File: src/rtl/switch_debounce_pkg.sv
// Shared constants and helpers for the switch conditioning and counter blocks.
package switch_debounce_pkg;

  // Bits needed to hold the values 0 .. value-1; returns 1 for value <= 2.
  function automatic int clog2(input int value);
    int result;
    int remain;
    result = 0;
    remain = value - 1;
    while (remain > 0) begin
      result = result + 1;
      remain = remain >> 1;
    end
    if (result == 0) result = 1;
    return result;
  endfunction

endpackage

File: src/rtl/debounce_chan.sv
// One switch channel: 2-flop synchronizer, stability counter, accepted level
// and registered one-cycle rise/fall pulses.
module debounce_chan
  import switch_debounce_pkg::*;
#(
  parameter int DEBOUNCE_CYCLES = 500000,
  parameter int CNT_W           = clog2(DEBOUNCE_CYCLES)
) (
  input  logic clk,
  input  logic rst,
  input  logic sw_in,
  output logic sw_out,
  output logic rise,
  output logic fall
);

  localparam logic [CNT_W-1:0] CNT_LAST = CNT_W'(DEBOUNCE_CYCLES - 1);

  logic             s1;
  logic             s2;
  logic             st;
  logic [CNT_W-1:0] cnt;

  if (DEBOUNCE_CYCLES < 2) begin : g_bad_cycles
    $error("debounce_chan: DEBOUNCE_CYCLES must be at least 2");
  end

  // NOTE: every flop here uses <= so all of them sample the pre-edge values;
  // blocking assignments would let s2 see this edge's s1 and shorten the chain.
  always_ff @(posedge clk or posedge rst) begin
    if (rst) begin
      s1   <= 1'b0;
      s2   <= 1'b0;
      st   <= 1'b0;
      cnt  <= '0;
      rise <= 1'b0;
      fall <= 1'b0;
    end else begin
      s1   <= sw_in;
      s2   <= s1;
      rise <= 1'b0;
      fall <= 1'b0;
      if (s2 == st) begin
        // Any agreeing cycle throws away a partial count, which rejects bounce.
        cnt <= '0;
      end else if (cnt == CNT_LAST) begin
        st   <= s2;
        cnt  <= '0;
        rise <= s2;
        fall <= ~s2;
      end else begin
        cnt <= cnt + CNT_W'(1);
      end
    end
  end

  assign sw_out = st;

endmodule

File: src/rtl/switch_debounce.sv
// Synchronises and debounces the board slide switches (bit 0..3 = m, n, u, v)
// and emits per-channel one-cycle rise/fall pulses.
module switch_debounce
  import switch_debounce_pkg::*;
#(
  parameter int WIDTH           = 4,
  parameter int DEBOUNCE_CYCLES = 500000,
  parameter int CNT_W           = clog2(DEBOUNCE_CYCLES)
) (
  input  logic             clk,
  input  logic             rst,
  input  logic [WIDTH-1:0] sw_in,
  output logic [WIDTH-1:0] sw_out,
  output logic [WIDTH-1:0] rise,
  output logic [WIDTH-1:0] fall
);

  for (genvar i = 0; i < WIDTH; i++) begin : g_chan
    debounce_chan #(
      .DEBOUNCE_CYCLES(DEBOUNCE_CYCLES),
      .CNT_W          (CNT_W)
    ) u_chan (
      .clk   (clk),
      .rst   (rst),
      .sw_in (sw_in[i]),
      .sw_out(sw_out[i]),
      .rise  (rise[i]),
      .fall  (fall[i])
    );
  end

endmodule

File: config.mk
export PLATFORM = sky130hd
export DESIGN_NAME = switch_debounce
export DESIGN_NICKNAME = d
export VERILOG_FILES = /design/src/rtl/switch_debounce_pkg.sv /design/src/rtl/debounce_chan.sv /design/src/rtl/switch_debounce.sv
export SDC_FILE = /design/constraint.sdc
export NUM_CORES = 1
export LEC_CHECK = 0
export CORE_MARGIN = 2
export CORE_UTILIZATION = 45
export CTS_CLUSTER_DIAMETER = 120
export CTS_CLUSTER_SIZE = 24
export DETAILED_ROUTE_END_ITERATION = 7
export GPL_ROUTABILITY_DRIVEN = 0
export HOLD_SLACK_MARGIN = 0.05
export SYNTH_ARGS = -nofsm -noshare
export SYNTH_HDL_FRONTEND = slang
export SYNTH_SLANG_ARGS = --single-unit
File: constraint.sdc
create_clock -name clk -period 4.5 [get_ports clk]
set_input_delay 0.9 -clock clk [delete_from_list [all_inputs] [get_ports clk]]
set_output_delay 0.9 -clock clk [all_outputs]
set_load 0.005 [all_outputs]
Word-level counts from Yosys, hierarchy flattened
Cells that the tools add are included.

Register bits: 96. Input bits: 6. Output and inout bits: 12. Logic and storage cells: 72.

Add/sub/neg operators: 4. Equality and inequality tests: 8. Multiplexer cells: 24. Bitwise gates (word level): 8. Reduce and logical (&&, ||, !) cells: 4.

Operator list (number): 19-bit 2-to-1 mux (8); 19-bit by 1-bit adder with 19-bit output (second input constant) (4); 19-bit == test (second input constant) (4); 1-bit 2-to-1 mux (16); 1-bit inverter (8); 2-bit AND reduction (4); 1-bit == test (4).

Longest topological paths before layout
Word-level depth: 3. Depth in mapped cells: 6. Mapped depth without buffers: 5.

By module
A second synthesis with hierarchy kept.

Cell total of the unflattened synthesis: 440. Area, all modules: 4769.6 um2.

By module, submodules not included: debounce_chan (times used 4, cells an instance 110, area an instance 1192.4 um2, seq. area each 600.6 um2).

Least setup slack after synthesis
OpenSTA, ideal clock, no wires.

Path kind: reg2reg. Start: register g_chan[2].u_chan.cnt[5]. End: register g_chan[2].u_chan.cnt[17]. Setup time: 0.079 ns. Arrival time: 1.776 ns. Data required time: 4.421 ns. Slack: 2.645 ns. Stages on the path, launching flop included: 6. Path buffers: 1. Period minus slack after synthesis: 1.855 ns. Cell sequence: dfrtp_1 nand4_2 or4_1 buf_2 or4_1 a21oi_1.

Longest elaborated chain between the ends: 3. Elaborated cells on any way between the ends: 4. Classes of those cells: add/sub (1); eq/ne (1); mux (2).

Ends and longest elaborated chain: start, declared (line debounce_chan.sv:22) `logic [CNT_W-1:0] cnt;`; start signal, assigned (line debounce_chan.sv:52) `cnt <= cnt + CNT_W'(1);`; 19-bit by 1-bit adder with 19-bit output or 19-bit == test (tied branches) (line debounce_chan.sv:52, debounce_chan.sv:46); 19-bit 2-to-1 mux (*) (line debounce_chan.sv:46) `end else if (cnt == CNT_LAST) begin`; 19-bit 2-to-1 mux (*) (line debounce_chan.sv:43) `if (s2 == st) begin`.

Every way passes the cells marked *; elsewhere a longest branch is shown, timed or not. A chain may end at the register's enable or synchronous reset.

Worst setup path after layout
Start: register g_chan[1].u_chan.st. End: output port sw_out[1].

RTL lines: start, declared (line debounce_chan.sv:21) `logic st;`; start signal, assigned (line debounce_chan.sv:34) `st <= 1'b0;`; start signal, assigned (line debounce_chan.sv:47) `st <= s2;`; end, declared (line switch_debounce.sv:13) `output logic [WIDTH-1:0] sw_out,`.

No word-level cell between the ends.

==> results.tsv <==
stage	metric	value	unit
routing	DR pass1 iterations	4	
clocking	Clock Latency Late Sink	0.36	ns
clocking	clock-pin transition on the worst setup and hold timing paths	0.09	ns
routing	drt total wl	8.05	mm
yosys	Mapped Area	4520	um^2
cells_and_area	Final Util	50.7	%
worst_setup_path	crit path launch	g_chan[1].u_chan.sw_out$_DFFE_PP0P_	
yosys	sequential element share of the synthesized area	53.2	%
yosys	Synth top cells by count	96 x dfrtp_1, 58 x nor2_1, 37 x xnor2_1, 25 x nand3_1, 24 x nand2_1	
clocking	TritonCTS clock tree	built	
worst_setup_path	cells along the critical path	clkdlybuf4s50_1	
routing	met1 wire length	4.01	mm
timing	period utilisation layout	50.6	%
clocking	number of CTS-inserted buffers	9	
timing	skew final	0.0117	ns
floorplanning	Core Area	9770	um^2
timing	RSZ-0062 raised after global routing	no	
timing	Post-Route Setup TNS	0	ns
global_routing	initial antenna violation count	0	
floorplanning	starting density of the core	46.2	%
worst_setup_path	CP endpoint	sw_out[1]	
yosys	post-synthesis average cell area	10.2	um^2
floorplanning	# rows	36	
yosys	Synth Warn #	0	
routing	DRC	0	
yosys	share of the synthesized area in the top cell type	53.2	%
global_routing	largest net degree at the start of global routing	43	
yosys	ys flop type	dfrtp_1	
worst_setup_path	worst reg-to-reg setup slack	2.23	ns
timing	final-report max-slew violation count	0	
cells_and_area	area of the multi-input gates	1950	um^2
worst_setup_path	WP data required	3.60	ns
placement	placed insts	576	
worst_setup_path	Data arrival, critical path	1.37	ns
worst_hold_path	Min-Delay Startpoint	g_chan[0].u_chan.s1$_DFF_PP0_	
worst_setup_path	Worst Setup Start Kind	flop	
routing	initial drt markers	76	
worst_setup_path	FF-to-FF path depth	4	
cells_and_area	fin cells	592	
worst_hold_path	Tightest Hold Check Type	flop to flop	
flow_run	Max-cap violations	0	
worst_setup_path	CP delay by family, top	buffers and inverters	
placement	number of I/O port buffers	17	
floorplanning	number of I/O pins	18	
clocking	Post-CTS Setup Inserts	0	
clocking	clk buf depth	2	
worst_setup_path	worst stage delay on the critical path	0.57	ns
timing	Max-slew headroom	21.1	%
routing	Vias	3154	
routing	met2 WL	3.71	mm
global_routing	vias in the first global route	3081	
placement	dpl hpwl	5.57	mm
yosys	flops & latches, synth	96	
global_routing	Overflow after GRT	0	
timing	fmax	440	MHz
timing	final setup vio count	0	
yosys	Synth cell types	36	
worst_setup_path	Worst path depth	1	
global_routing	first-pass GRT wire length	14.4	mm
worst_setup_path	Setup crit end kind	primary output	
yosys	count leader, synth	dfrtp_1	
worst_setup_path	Reg-to-Reg End	g_chan[3].u_chan.cnt[5]$_DFF_PP0_	
yosys	ys async rst share	100	%
cells_and_area	area delta synth->final	9.58	%
clocking	hold buffers post-CTS	0	
yosys	main area contributors after synthesis	dfrtp_1 53%, xnor2_1 7.2%, nor2_1 4.8%	
yosys	Cells after Synth	441	
timing	final hold vios	0	
cells_and_area	register area	2400	um^2
status	status	completed	
cells_and_area	ratio of cells with drive above 1 in the final layout	7.19	%
power	pwr/cell area	301	nW/um^2
floorplanning	die extent in y	104	um
cells_and_area	nets	464	
timing	Min Clock Period, post-route	2.27	ns
yosys	Synth Net Count	451	
clocking	H-tree Lvls	3	
clocking	TritonCTS Sinks	96	
routing	Routed Antenna Nets	0	
clocking	Root Buffer	clkbuf_8	
routing	WL/cell	13.6	um
routing	top sig layer	met4	
yosys	Synth area leader	dfrtp_1	
global_routing	gr usage total	16.0	%
worst_setup_path	CP Max Fanout	5	
power	P_leak	0.00192	uW
worst_setup_path	Crit-path slowest cell	clkdlybuf4s50_1	
routing	met3 wire length	231	um
power	VDD IR max	0.000176	V
worst_setup_path	Worst R2R Start	g_chan[3].u_chan.cnt[8]$_DFF_PP0_	
floorplanning	area of the die	10900	um^2
cells_and_area	filler cell count	913	
worst_setup_path	Crit Path Class	flop to primary output	
worst_setup_path	CP Buf/Inv Count	1	
clocking	post-CTS sizing	0	
routing	vias per std cell	5.33	
cells_and_area	Diodes inserted	0	
yosys	count of flip-flops with a built-in enable after synthesis	0	
timing	worst-margin pin slew	1.18	ns
floorplanning	Die X	104	um
flip-flops by register name, indices dropped and copies added, names as in the netlist:
name	flops
g_chan.u_chan.cnt	76
g_chan.u_chan.fall	4
g_chan.u_chan.rise	4
g_chan.u_chan.s1	4
g_chan.u_chan.s2	4
g_chan.u_chan.sw_out	4
per-stage QoR:
stage / area, um^2 / setup WS (ns) / hold slack, ns / power, uW
floorplan: 4520 / 1.09 / 0.331 / 937
global placement: 4760 / 2.25 / 0.333 / 956
detailed placement: 4760 / 2.18 / 0.335 / 958
CTS: 4950 / 2.18 / 0.352 / 1520
global route: 4950 / 2.05 / 0.366 / 1550
finish: 4950 / 2.23 / 0.348 / 1490
logic make-up after synthesis:
kind of cell    synth area share, %
xor+xnor                       10.5
fa+ha+maj                      1.11
simple gates                   25.4
mux                           0.997
compound gates                 5.15
flops                          53.2
buf+inv                        3.74
per-layer routing:
layer	global-route usage, %	up-vias
li1	-	1574
met1	21.7	1534
met2	25.5	32
met3	3.76	14
met4	5.21	0
met5	0	-
worst min path at each step:
| stage | slack [ns] | cells past startpoint | end |
|---|---|---|---|
| 2_1_floorplan | 0.33 | 0 | g_chan[0].u_chan.s2$_DFF_PP0_ |
| 3_3_place_gp | 0.33 | 0 | g_chan[0].u_chan.s2$_DFF_PP0_ |
| 3_5_place_dp | 0.33 | 0 | g_chan[1].u_chan.s2$_DFF_PP0_ |
| 4_1_cts | 0.35 | 0 | g_chan[0].u_chan.s2$_DFF_PP0_ |
| 5_1_grt | 0.37 | 0 | g_chan[0].u_chan.s2$_DFF_PP0_ |
| 6_report | 0.35 | 0 | g_chan[0].u_chan.s2$_DFF_PP0_ |
cell usage in the layout, fill, tap and decap left out, types with 4 or more instances in the layout:
cell and instances:
o31ai_1 6, inv_1 13, nor4_1 14, clkdlybuf4s50_1 17, mux2_2 4, ha_1 4, clkbuf_8 9, or3_1 14
nand4_1 17, a21oi_1 18, nor2_1 58, and3_1 7, dfrtp_1 96, or4_1 13, and2_1 4, nand2_1 24
nor3_1 10, nand3_1 25, o21ai_0 9, or2_2 4, nor3b_1 9, xnor2_1 37, xor2_1 17
layout make-up:
type                       count  share of cell area, %
clock inverter                 5                   1.14
inverter                      14                   1.11
tap                          133                   3.36
timing repair buffer          20                   3.89
clock buffer                  11                   2.65
multi-input combinational    313                   39.3
sequential                    96                   48.5
power by group:
group,leakage [uW],switching (uW),total (uW),internal [uW]
sequential,0.00131,12.4,887,874
combinational,0.000512,35.6,51.6,16.0
clock,0.0000937,293,551,258
(Power assumes the default switching activity.)
